--- config.mk ---
export PLATFORM = sky130hd
export DESIGN_NAME = t07_esp_qspi_rx_flat
export DESIGN_NICKNAME = d
export VERILOG_FILES = /design/src/rtl/t07_esp_qspi_rx_if.sv /design/src/rtl/t07_esp_qspi_rx.sv /design/src/flat_wrapper.sv
export SDC_FILE = /design/constraint.sdc
export NUM_CORES = 1
export LEC_CHECK = 0
export CAP_MARGIN = 10
export CORE_UTILIZATION = 55
export CTS_CLUSTER_SIZE = 14
export DETAILED_ROUTE_END_ITERATION = 8
export PLACE_DENSITY = 0.75
export REMOVE_ABC_BUFFERS = 1
export SLEW_MARGIN = 10
export SYNTH_ARGS = -nofsm -noshare
export SYNTH_HDL_FRONTEND = slang
export SYNTH_SLANG_ARGS = --single-unit
export TNS_END_PERCENT = 30
--- constraint.sdc ---
create_clock -name clk -period 6.9 [get_ports clk]
set_clock_uncertainty 0.15 [all_clocks]
set_input_delay 1.38 -clock clk [delete_from_list [all_inputs] [get_ports clk]]
set_output_delay 1.38 -clock clk [all_outputs]
set_load 0.02 [all_outputs]
--- src/rtl/t07_esp_qspi_rx_if.sv ---
// Bus between the ESP32 quad-SPI receive front end and its MMIO consumer.
// The master drives the ESP32 pins and the pop/clear strobes; the slave returns FIFO status.
interface t07_esp_qspi_rx_if #(
  parameter int FIFO_DEPTH = 4
);
  localparam int CW = $clog2(FIFO_DEPTH) + 1;

  logic          esp_sclk_i;
  logic          esp_cs_n_i;
  logic [3:0]    esp_data_i;
  logic          rd_en_i;
  logic          err_clr_i;
  logic [31:0]   data_o;
  logic          valid_o;
  logic [CW-1:0] count_o;
  logic          busy_o;
  logic          overflow_o;
  logic          frame_err_o;

  modport master (
    output esp_sclk_i, esp_cs_n_i, esp_data_i, rd_en_i, err_clr_i,
    input  data_o, valid_o, count_o, busy_o, overflow_o, frame_err_o
  );

  modport slave (
    input  esp_sclk_i, esp_cs_n_i, esp_data_i, rd_en_i, err_clr_i,
    output data_o, valid_o, count_o, busy_o, overflow_o, frame_err_o
  );
endinterface

--- src/rtl/t07_esp_qspi_rx.sv ---
// ESP32 quad-SPI receive front end: synchronizes the pins, assembles 32-bit words
// MSB-nibble first and buffers them in a show-ahead FIFO for MMIO.
module t07_esp_qspi_rx #(
  parameter int FIFO_DEPTH  = 4,
  parameter int SYNC_STAGES = 2
) (
  input  logic               clk,
  input  logic               rst,
  t07_esp_qspi_rx_if.slave   bus
);
  localparam int AW = $clog2(FIFO_DEPTH);
  localparam int CW = AW + 1;

  typedef enum logic [1:0] {
    WAIT_IDLE = 2'd0,
    IDLE      = 2'd1,
    RECV      = 2'd2
  } state_t;

  state_t state_r, state_nx;

  logic [SYNC_STAGES-1:0]      sclk_sync_r;
  logic [SYNC_STAGES-1:0]      cs_sync_r;
  logic [SYNC_STAGES-1:0][3:0] data_sync_r;
  logic                        sclk_q_r;
  logic                        sclk_s, cs_s, rise_s;
  logic [3:0]                  data_s;

  logic [27:0]   shift_reg_r;
  logic [2:0]    nib_cnt_r;
  logic [31:0]   word_s;
  logic          shift_en_s, push_s, clr_cnt_s, ferr_set_s;

  logic [31:0]   mem_r [FIFO_DEPTH];
  logic [AW:0]   wr_ptr_r, rd_ptr_r;
  logic [CW-1:0] count_r;
  logic          full_s, empty_s, pop_s, wr_ok_s, ovf_set_s;
  logic          overflow_r, frame_err_r;

  // Pin synchronizers plus a delayed sclk copy for rise detection
  always_ff @(posedge clk) begin
    if (rst) begin
      sclk_sync_r <= '0;
      cs_sync_r   <= '0;
      data_sync_r <= '0;
      sclk_q_r    <= 1'b0;
    end else begin
      sclk_sync_r <= {sclk_sync_r[SYNC_STAGES-2:0], bus.esp_sclk_i};
      cs_sync_r   <= {cs_sync_r[SYNC_STAGES-2:0], bus.esp_cs_n_i};
      data_sync_r <= {data_sync_r[SYNC_STAGES-2:0], bus.esp_data_i};
      sclk_q_r    <= sclk_s;
    end
  end

  assign sclk_s = sclk_sync_r[SYNC_STAGES-1];
  assign cs_s   = cs_sync_r[SYNC_STAGES-1];
  assign data_s = data_sync_r[SYNC_STAGES-1];
  assign rise_s = sclk_s & ~sclk_q_r;
  assign word_s = {shift_reg_r, data_s};

  // FSM state register
  always_ff @(posedge clk) begin
    if (rst) begin
      state_r <= WAIT_IDLE;
    end else begin
      state_r <= state_nx;
    end
  end

  // Next state and datapath strobes; a rise in the same cycle as cs_n high is dropped
  always_comb begin
    state_nx   = state_r;
    shift_en_s = 1'b0;
    push_s     = 1'b0;
    clr_cnt_s  = 1'b0;
    ferr_set_s = 1'b0;
    case (state_r)
      WAIT_IDLE: begin
        if (cs_s) begin
          state_nx = IDLE;
        end else begin
          state_nx = WAIT_IDLE;
        end
      end
      IDLE: begin
        if (!cs_s) begin
          state_nx  = RECV;
          clr_cnt_s = 1'b1;
        end else begin
          state_nx = IDLE;
        end
      end
      RECV: begin
        if (cs_s) begin
          state_nx   = IDLE;
          ferr_set_s = (nib_cnt_r != 3'd0);
        end else if (rise_s) begin
          state_nx   = RECV;
          shift_en_s = 1'b1;
          push_s     = (nib_cnt_r == 3'd7);
        end else begin
          state_nx = RECV;
        end
      end
      default: begin
        state_nx = WAIT_IDLE;
      end
    endcase
  end

  // Nibble shift register; the counter wraps naturally after the eighth nibble
  always_ff @(posedge clk) begin
    if (rst) begin
      shift_reg_r <= 28'd0;
      nib_cnt_r   <= 3'd0;
    end else if (clr_cnt_s) begin
      nib_cnt_r <= 3'd0;
    end else if (shift_en_s) begin
      shift_reg_r <= word_s[27:0];
      nib_cnt_r   <= nib_cnt_r + 3'd1;
    end
  end

  assign full_s    = (wr_ptr_r[AW] != rd_ptr_r[AW]) && (wr_ptr_r[AW-1:0] == rd_ptr_r[AW-1:0]);
  assign empty_s   = (wr_ptr_r == rd_ptr_r);
  assign pop_s     = bus.rd_en_i & ~empty_s;
  assign wr_ok_s   = push_s & (~full_s | pop_s);
  assign ovf_set_s = push_s & full_s & ~pop_s;

  // FIFO storage; contents are only observable through the valid-gated head
  always_ff @(posedge clk) begin
    if (wr_ok_s) begin
      mem_r[wr_ptr_r[AW-1:0]] <= word_s;
    end
  end

  // FIFO pointers, occupancy and sticky flags (set beats clear)
  always_ff @(posedge clk) begin
    if (rst) begin
      wr_ptr_r    <= '0;
      rd_ptr_r    <= '0;
      count_r     <= '0;
      overflow_r  <= 1'b0;
      frame_err_r <= 1'b0;
    end else begin
      if (wr_ok_s) begin
        wr_ptr_r <= wr_ptr_r + (AW+1)'(1);
      end
      if (pop_s) begin
        rd_ptr_r <= rd_ptr_r + (AW+1)'(1);
      end
      case ({wr_ok_s, pop_s})
        2'b10:   count_r <= count_r + CW'(1);
        2'b01:   count_r <= count_r - CW'(1);
        default: count_r <= count_r;
      endcase
      overflow_r  <= ovf_set_s  | (overflow_r  & ~bus.err_clr_i);
      frame_err_r <= ferr_set_s | (frame_err_r & ~bus.err_clr_i);
    end
  end

  assign bus.valid_o     = (count_r != CW'(0));
  assign bus.data_o      = bus.valid_o ? mem_r[rd_ptr_r[AW-1:0]] : 32'd0;
  assign bus.count_o     = count_r;
  assign bus.busy_o      = (state_r == RECV);
  assign bus.overflow_o  = overflow_r;
  assign bus.frame_err_o = frame_err_r;
endmodule

--- src/flat_wrapper.sv ---
// flat-port wrapper written by rule: the top's interface ports become plain ports
module t07_esp_qspi_rx_flat 
#(
  parameter int FIFO_DEPTH  = 4,
  parameter int SYNC_STAGES = 2
)
  (clk, rst, bus_esp_sclk_i, bus_esp_cs_n_i, bus_esp_data_i, bus_rd_en_i, bus_err_clr_i, bus_data_o, bus_valid_o, bus_count_o, bus_busy_o, bus_overflow_o, bus_frame_err_o);
  t07_esp_qspi_rx_if #(.FIFO_DEPTH(FIFO_DEPTH)) bus_i ();
  input  logic clk;
  input  logic rst;
  input wire logic [$bits(bus_i.esp_sclk_i)-1:0] bus_esp_sclk_i;
  input wire logic [$bits(bus_i.esp_cs_n_i)-1:0] bus_esp_cs_n_i;
  input wire logic [$bits(bus_i.esp_data_i)-1:0] bus_esp_data_i;
  input wire logic [$bits(bus_i.rd_en_i)-1:0] bus_rd_en_i;
  input wire logic [$bits(bus_i.err_clr_i)-1:0] bus_err_clr_i;
  output wire logic [$bits(bus_i.data_o)-1:0] bus_data_o;
  output wire logic [$bits(bus_i.valid_o)-1:0] bus_valid_o;
  output wire logic [$bits(bus_i.count_o)-1:0] bus_count_o;
  output wire logic [$bits(bus_i.busy_o)-1:0] bus_busy_o;
  output wire logic [$bits(bus_i.overflow_o)-1:0] bus_overflow_o;
  output wire logic [$bits(bus_i.frame_err_o)-1:0] bus_frame_err_o;
  assign bus_i.esp_sclk_i = bus_esp_sclk_i;
  assign bus_i.esp_cs_n_i = bus_esp_cs_n_i;
  assign bus_i.esp_data_i = bus_esp_data_i;
  assign bus_i.rd_en_i = bus_rd_en_i;
  assign bus_i.err_clr_i = bus_err_clr_i;
  assign bus_data_o = bus_i.data_o;
  assign bus_valid_o = bus_i.valid_o;
  assign bus_count_o = bus_i.count_o;
  assign bus_busy_o = bus_i.busy_o;
  assign bus_overflow_o = bus_i.overflow_o;
  assign bus_frame_err_o = bus_i.frame_err_o;
  t07_esp_qspi_rx #(.FIFO_DEPTH(FIFO_DEPTH), .SYNC_STAGES(SYNC_STAGES)) u_core (.clk(clk), .rst(rst), .bus(bus_i));
endmodule
==> results_dict.tcl <==
set metrics [dict create \
    setup_viol 0 \
    numCtsBuffers 17 \
    vias 3753 \
    antenna_found_initial 0 \
    status "finished, final reports clean" \
    cpLargestDelayFamily "buffers and inverters" \
    finalWirelength_um 12100 \
    layout_setup_ws_ns 2.76 \
    busiest_layer "met2" \
    use_met3_pct 4.08 \
    min_period_ns 4.14 \
    rsz0062_at_grt "false" \
    overflow 0 \
    dpl_cell_area_um2 7780 \
    cts_tree "yes" \
    cp_data_arrival_time_ns 2.61 \
    worstPathMaxFanout 32 \
    cts_root_buf "clkbuf_16" \
    cpPeakStageDelay_ns 0.62 \
    use_met2_pct 33.1 \
    min_path_type "flop to flop" \
    drt-vias-per-instance 5.39 \
    grt_use_total_pct 20.3 \
    synth.largest_area_cell "edfxtp_1" \
    avgSynthCellArea_um2 15.6 \
    wl_per_cell_um 17.3 \
    start_kind "flop" \
    cts_buffer_depth 2 \
    peakVddDrop_mv 0.177 \
    firstDrtPassIters 5 \
    ys_ff_latch 187 \
    holdBufCountCts 0 \
    relSlewSlack_pct 26.1 \
    grt_pass1_wl_um 19400 \
    p_total_mw 2.12 \
    critical_path_required_ns 5.37 \
    dieWidth_um 116 \
    initial_core_util_pct 56.4 \
    multi_input_area_um2 1940 \
    register_area_um2 5030 \
    drtIter0Drc 275 \
    slew_viol_final 0 \
    hold_viol_final 0 \
    die-area_um2 13400 \
    cts.htree.levels 4 \
    path_buf_inv 2 \
    pre_cts_ws_ns 2.88 \
    synth_area_um2 7120 \
    max_cap_violations 0 \
    fin_crit_sh_pct 60.0 \
    synthToLayoutAreaGrowth_pct 17.1 \
    grtUsageMet1_pct 26.5 \
    fp-row-count 41 \
    cts_resized 0 \
    seq_area_frac_synth_pct 70.5 \
    critPathSlowestCell "mux4_2" \
    clk_pin_slew_ns 0.06 \
    p_leak_nw 2.73 \
    synth_top_area_share_pct 54.0 \
    drive_gt1_share_pct 14.9 \
    grt_start_max_net_pins 60 \
    insertion_delay_ns 0.42 \
    final_common_cell "edfxtp_1" \
    tns_ns 0 \
    stdcell_area_um2 8340 \
    synth.area.top_cells "edfxtp_1, dfxtp_1, mux4_2" \
    crit_type "flop to output port" \
    antenna_cells 0 \
    port_buffers 48 \
    dp_hpwl_um 6880 \
    layout_common_cells "edfxtp_1, dfxtp_1, nand2_1" \
    yosysUniqueCellTypes 33 \
    core_area_um2 12600 \
    num-fill-cells 922 \
    die_y_um 116 \
    postRouteAntennaNets 0 \
    power_density_nw_per_um2 254 \
    yosys_warnings 0 \
    fmax_mhz 242 \
    finalNetCount 535 \
    first_global_vias 3718 \
    netlist_instances 458 \
    postCtsSetupBuffers 0 \
    crit_chain "buf_4, mux4_2, nor2b_1, clkdlybuf4s50_1" \
    routabilityCongestion 0.699 \
    route.detailed.drc 0 \
    end_kind "output port" \
    worst_pin_slew_ns 1.11 \
    cts.sinks 187 \
    io-pin-count 49 \
]
[cell families after synthesis]
kind of cell             after synthesis  share of synthesized area (%)
flip-flops                           187                           70.5
AND/OR/NAND/NOR                      136                           9.77
AO/OA/AOI/OAI                         38                           2.92
buffers and inverters                 38                           2.37
multiplexers                          37                           10.9
adder cells (fa/ha/maj)               14                           2.56
XOR/XNOR                               8                          0.984
[stage by stage]
stage          utilization, %  hold slack [ns]  instances
4_1_cts                  66.1            0.291        696
5_1_grt                  66.1            0.311        696
2_1_floorplan               -            0.264        435
3_3_place_gp             61.7            0.266        664
3_5_place_dp             61.7            0.277        664
6_report                 66.1            0.286        696
[cells in the mapped netlist (all sizes together)]
| cell type | count |
|---|---|
| nor4 | 2 |
| and4bb | 1 |
| nor3 | 1 |
| xor2 | 6 |
| o21ai | 2 |
| a21o | 1 |
| mux4 | 32 |
| nor3b | 2 |
| nor2 | 17 |
| ha | 13 |
| nor2b | 47 |
| a21oi | 32 |
| fa | 1 |
| edfxtp | 128 |
| a32oi | 2 |
| inv | 15 |
| nand2 | 57 |
| dfxtp | 59 |
| buf | 15 |
| nand2b | 4 |
| and2 | 3 |
| mux2 | 2 |
| or3 | 2 |
| o31ai | 1 |
| xnor2 | 2 |
| mux2i | 3 |
| clkbuf | 8 |
[path summary, 6_finish.rpt]
kind / startpoint / cells after the start / slack [ns] / endpoint
worst min-delay path: u_core.data_sync_r[0]$_SDFF_PP0_ / 1 / 0.29 / u_core.data_s[0]$_SDFF_PP0_
worst max register to register: u_core.state_r[0]$_SDFF_PP0_ / 7 / 3.79 / u_core.mem_r[0][13]$_DFFE_PP_
worst min register to register: u_core.data_sync_r[0]$_SDFF_PP0_ / 1 / 0.29 / u_core.data_s[0]$_SDFF_PP0_
worst max-delay path: flop / 4 / 2.76 / bus_data_o[21]
[where the power goes]
| group | switching (mW) | total (mW) | internal [mW] |
|---|---|---|---|
| registers | 0.00214 | 1.19 | 1.19 |
| clock network | 0.387 | 0.914 | 0.527 |
| logic | 0.00942 | 0.0174 | 0.00796 |
| total | 0.398 | 2.12 | 1.72 |
[cell type report]
class                      count  share of cell area (%)
sequential                   187                    60.2
multi-input combinational    233                    23.3
inverter                      15                   0.675
clock buffer                  18                    5.14
timing repair buffer          57                    6.51
clock inverter                14                    1.57
tap                          172                    2.58
[sequential cells by signal, summed over array words and instances, names as in the netlist, 3 cells and up, named ones only]
| register | cells |
|---|---|
| u_core.mem_r | 128 |
| u_core.shift_reg_r | 28 |
| u_core.data_s | 4 |
| u_core.data_sync_r | 4 |
| u_core.bus.count_o | 3 |
| u_core.nib_cnt_r | 3 |
| u_core.rd_ptr_r | 3 |
| u_core.wr_ptr_r | 3 |
[per-layer routing]
metal	vias up	share of wire (%)
li1	1756	-
met1	1872	44
met2	110	50
met3	15	4.9
met4	0	1.8
met5	-	0
Power figures use the tool's default switching activity.
